==> config.mk <==
export PLATFORM = sky130hd
export DESIGN_NAME = dmem_rr_arbiter
export DESIGN_NICKNAME = d
export VERILOG_FILES = /design/src/rtl/dmem_rr_arbiter.sv
export SDC_FILE = /design/constraint.sdc
export NUM_CORES = 1
export LEC_CHECK = 0
export ABC_CLOCK_PERIOD_IN_PS = 5020
export BUFFER_PORTS_ARGS = -buffer_cell sky130_fd_sc_hd__buf_2
export CORE_UTILIZATION = 40
export CTS_CLUSTER_DIAMETER = 100
export DETAILED_ROUTE_END_ITERATION = 16
export PLACE_DENSITY = 0.82
export SYNTH_ARGS = -nofsm -noshare
export SYNTH_HDL_FRONTEND = slang
export SYNTH_SLANG_ARGS = --single-unit
==> constraint.sdc <==
create_clock -name clk -period 5.02 [get_ports clk]
set_input_delay 0.502 -clock clk [delete_from_list [all_inputs] [get_ports clk]]
set_output_delay 0.502 -clock clk [all_outputs]
set_load 0.01 [all_outputs]
==> src/rtl/dmem_rr_arbiter.sv <==
// Round-robin arbiter that serialises four cores' data-memory requests onto
// one single-port RAM, one access at a time, with a per-core completion ack.
module dmem_rr_arbiter #(
  parameter int DATA_W = 16,
  parameter int ADDR_W = 16,
  parameter int RD_LAT = 1
) (
  input  logic                clk,
  input  logic                rst,
  input  logic [3:0]          req_rd,
  input  logic [3:0]          req_wr,
  input  logic [4*ADDR_W-1:0] req_addr,
  input  logic [4*DATA_W-1:0] req_wdata,
  output logic [3:0]          ack,
  output logic [DATA_W-1:0]   rdata,
  output logic                busy,
  output logic [ADDR_W-1:0]   mem_addr,
  output logic [DATA_W-1:0]   mem_wdata,
  output logic                mem_wr,
  output logic                mem_rd,
  input  logic [DATA_W-1:0]   mem_rdata,
  output logic [1:0]          fsm_state
);

  // Handshake: a core raises req_rd/req_wr with addr/wdata stable and holds
  // them until it sees its ack bit; ack is a one-cycle pulse and the core
  // drops the request on the edge that ends that cycle.

  localparam int CNT_W = 3;

  typedef enum logic [1:0] {
    IDLE   = 2'd0,
    ACCESS = 2'd1,
    WAIT   = 2'd2,
    DONE   = 2'd3
  } state_t;

  state_t             state_q, state_d;
  logic [1:0]         ptr_q;
  logic [1:0]         g_q;
  logic               op_wr_q;
  logic [CNT_W-1:0]   cnt_q;
  logic [ADDR_W-1:0]  addr_q;
  logic [DATA_W-1:0]  wdata_q;
  logic [DATA_W-1:0]  rdata_q;

  logic [3:0]         req;
  logic               any_req;
  logic [1:0]         gnt_idx;
  logic [1:0]         cand;
  logic               found;
  logic [ADDR_W-1:0]  sel_addr;
  logic [DATA_W-1:0]  sel_wdata;
  logic               sel_wr;

  assign req     = req_rd | req_wr;
  assign any_req = |req;

  // First requester at or after ptr, wrapping modulo 4.
  always_comb begin
    gnt_idx = ptr_q;
    cand    = ptr_q;
    found   = 1'b0;
    for (int k = 0; k < 4; k++) begin
      cand = ptr_q + 2'(k);
      if (!found && req[cand]) begin
        found   = 1'b1;
        gnt_idx = cand;
      end
    end
  end

  always_comb begin
    sel_addr  = '0;
    sel_wdata = '0;
    sel_wr    = 1'b0;
    for (int k = 0; k < 4; k++) begin
      if (gnt_idx == 2'(k)) begin
        sel_addr  = req_addr[k*ADDR_W +: ADDR_W];
        sel_wdata = req_wdata[k*DATA_W +: DATA_W];
        sel_wr    = req_wr[k];
      end
    end
  end

  // State register
  always_ff @(posedge clk) begin
    if (rst) state_q <= IDLE;
    else     state_q <= state_d;
  end

  // Next-state logic
  always_comb begin
    state_d = state_q;
    case (state_q)
      IDLE:    if (any_req) state_d = ACCESS;
      ACCESS:  state_d = op_wr_q ? DONE : WAIT;
      WAIT:    if (cnt_q == CNT_W'(1)) state_d = DONE;
      DONE:    state_d = IDLE;
      default: state_d = IDLE;
    endcase
  end

  // Datapath: grant latch, read-latency counter, read capture, pointer update.
  always_ff @(posedge clk) begin
    if (rst) begin
      ptr_q   <= '0;
      g_q     <= '0;
      op_wr_q <= 1'b0;
      cnt_q   <= '0;
      addr_q  <= '0;
      wdata_q <= '0;
      rdata_q <= '0;
    end else begin
      case (state_q)
        IDLE: begin
          if (any_req) begin
            g_q     <= gnt_idx;
            op_wr_q <= sel_wr;
            addr_q  <= sel_addr;
            wdata_q <= sel_wdata;
          end
        end
        ACCESS: begin
          if (!op_wr_q) cnt_q <= CNT_W'(RD_LAT);
        end
        WAIT: begin
          cnt_q <= cnt_q - CNT_W'(1);
          if (cnt_q == CNT_W'(1)) rdata_q <= mem_rdata;
        end
        DONE: begin
          ptr_q <= g_q + 2'd1;
        end
        default: ;
      endcase
    end
  end

  // Output decode
  always_comb begin
    ack    = '0;
    mem_wr = 1'b0;
    mem_rd = 1'b0;
    busy   = (state_q != IDLE);
    case (state_q)
      ACCESS: begin
        mem_wr = op_wr_q;
        mem_rd = !op_wr_q;
      end
      DONE:    ack[g_q] = 1'b1;
      default: ;
    endcase
  end

  assign mem_addr  = addr_q;
  assign mem_wdata = wdata_q;
  assign rdata     = rdata_q;
  assign fsm_state = state_q;

endmodule

==> results.toml <==
[outcome]
status = "finished, final reports clean"

[clocking]
cts_max_level = 3
postCtsResizedCells = 0
cts.clk_slew.worst_paths_ps = 80
tritoncts = "yes"
cts_hold_buf = 0
root_buffer = "clkbuf_8"
cts_buffers = 9
numClockSinks = 58
clock_path_buffers = 2
clkLatencyLatePin_ps = 340
postCtsSetupBuffers = 0

[power]
p_clk_share_pct = 28.8
p_leak_nw = 2.06
switching_power_w = 0.000664
internal_power_w = 0.00121
share_seq_of_total_power_pct = 35.0
swShare_pct = 35.4
peakVddDrop_mv = 0.221
p_per_area_nw_per_um2 = 418
comb_power_share_pct = 36.2

[layout]
area_growth_pct = 39.7
final_common_cell = "buf_2"
drive_above_1_share_pct = 42.9
fin_util_pct = 58.0
layout_common_cells = "210 x buf_2, 70 x nand2_1, 69 x mux2i_1"
n_antenna_cell = 0
nets = 711

[sta]
rsz0062_at_grt = "no"
min_period_over_period_pct = 53.3
worst_clock_skew_ps = 12.1
relSlewSlack_pct = 20.2
worst_pin_slew_ps = 1200
fin_setup_tns_ps = 0
slew_violations = 0
fmax_ghz = 0.373
period_minus_slack_ps = 2680
setup_violations = 0
hold_violations = 0

[yosys]
ys.flop_type = "dfxtp_1"
syn_nets = 514
synth.avg_cell_area_um2 = 9.18
synth_edf_count = 0
synth_cells = 350
synth_area_um2 = 3210
synthArstFlopShare_pct = 0
ys_seq_area_share_pct = 36.2
synthDistinctLibCells = 35
yosys_warnings = 0
synth_seq_cells = 58

[die]
die-area_um2 = 8390
start_util_pct = 41.6
io-pin-count = 211
core_area_um2 = 7730
row_count = 32
dieHeight_um = 91.6
die_w_um = 91.6

[worst_setup_path]
critPathMaxFanout = 40
r2r_setup_slack_ps = 2340
crit_path_end_kind = "flop"
crit_arrival_ps = 2850
critPathLaunchType = "flop"
critPathRequiredTime_ps = 5190
rr_worst_depth = 5
path_class = "reg -> reg"

[route]
routed_wl_mm = 9.23
drc_errors = 0
routed_via_density = 5.19
ant_nets = 0
wl_per_cell_um = 14.1
dr_total_vias = 3397
drt_first_pass_iters = 4
drtIter0Drc = 93

[global_routing]
antenna_found_initial = 0
grt_max_degree = 41
grtUsageTotal_pct = 22.1
gr-total-overflow = 0
grt_pass1_wl_mm = 14.9
first_global_vias = 3351

[placed_design]
gp_congestion = 0.924
hpwl_mm = 6.89
io_buffers = 210

[job]
drv_cap = 0

[hold_path]
hold_path_depth = 3
hold_path_class = "in -> reg"
-- state kept, by name (all words and copies together) (netlist names) --
signal and flops:
mem_wdata 16, g_q 2, fsm_state 2, ptr_q 2
cnt_q 3, rdata 16, mem_addr 16, op_wr_q 1
-- routing by layer --
layer  track usage (%)  vias to the layer above  part of all wire (%)
li1                  -                     1656                     -
met1              24.3                     1570                    39
met4              9.92                        0                   2.2
met2              39.7                      151                    50
met3              5.86                       20                   8.8
met5                 0                        -                     0
-- worst paths after layout --
path                          start                   endpoint
min                   mem_rdata[15]     rdata[15]$_SDFFE_PP0P_
max           ptr_q[1]$_SDFFE_PP0P_  mem_wdata[5]$_SDFFE_PP0P_
max reg2reg   ptr_q[1]$_SDFFE_PP0P_  mem_wdata[5]$_SDFFE_PP0P_
min reg2reg  rdata[15]$_SDFFE_PP0P_     rdata[15]$_SDFFE_PP0P_
-- power groups by stage --
stage          clock, W  sequential, W  combinational (W)
4_1_cts        0.000553       0.000655           0.000683
2_1_floorplan         0       0.000704           0.000403
5_1_grt        0.000579       0.000671           0.000752
3_5_place_dp          0       0.000663           0.000679
6_report       0.000540       0.000656           0.000680
3_3_place_gp          0       0.000658           0.000654
-- critical path, cell delays in order, from the launching register on --
cell and delay, ps:
dfxtp_1 520, o21ai_0 280, a21oi_4 910, buf_12 360, mux2i_1 250, o221ai_1 150
-- cells by family after synthesis --
logic type	after synthesis	synth area share (%)
mux	69	21.5
compound gates	74	17.5
flops	58	36.2
buf+inv	37	7.17
simple gates	102	13.8
fa+ha+maj	10	3.90
-- cell usage after synthesis, types with 4 or more instances --
library cell	count	area share (%)
inv_1	12	1.4
o21ai_0	4	0.62
clkbuf_1	7	0.82
or2_2	4	0.78
o221ai_1	34	9.3
buf_6	9	3.2
buf_2	4	0.62
and2_1	4	0.78
dfxtp_1	58	36
nand2_1	70	8.2
nor2_1	13	1.5
a21oi_1	22	3.4
buf_4	5	1.2
ha_1	10	3.9
mux2i_1	69	22
-- cell type report --
cell class / count / area, um2
multi-input combinational: 255 / 1830
sequential: 58 / 1160
fill: 705 / 3240
clock inverter: 7 / 125
tap: 102 / 128
inverter: 12 / 45.0
timing repair buffer: 211 / 1070
clock buffer: 9 / 124
-- through the flow --
stage               power (W)  cells  setup WS (ps)  hold WS [ps]  cell area (um2)
floorplan             0.00111    350           3020           454             3210
global placement      0.00131    638           2090           437             4240
detailed placement    0.00134    638           2000           446             4240
CTS                   0.00189    654           2360           379             4490
global route          0.00200    654           2170           401             4490
finish                0.00188    654           2340           395             4490
Note: power is estimated with default switching activity, not from simulation.
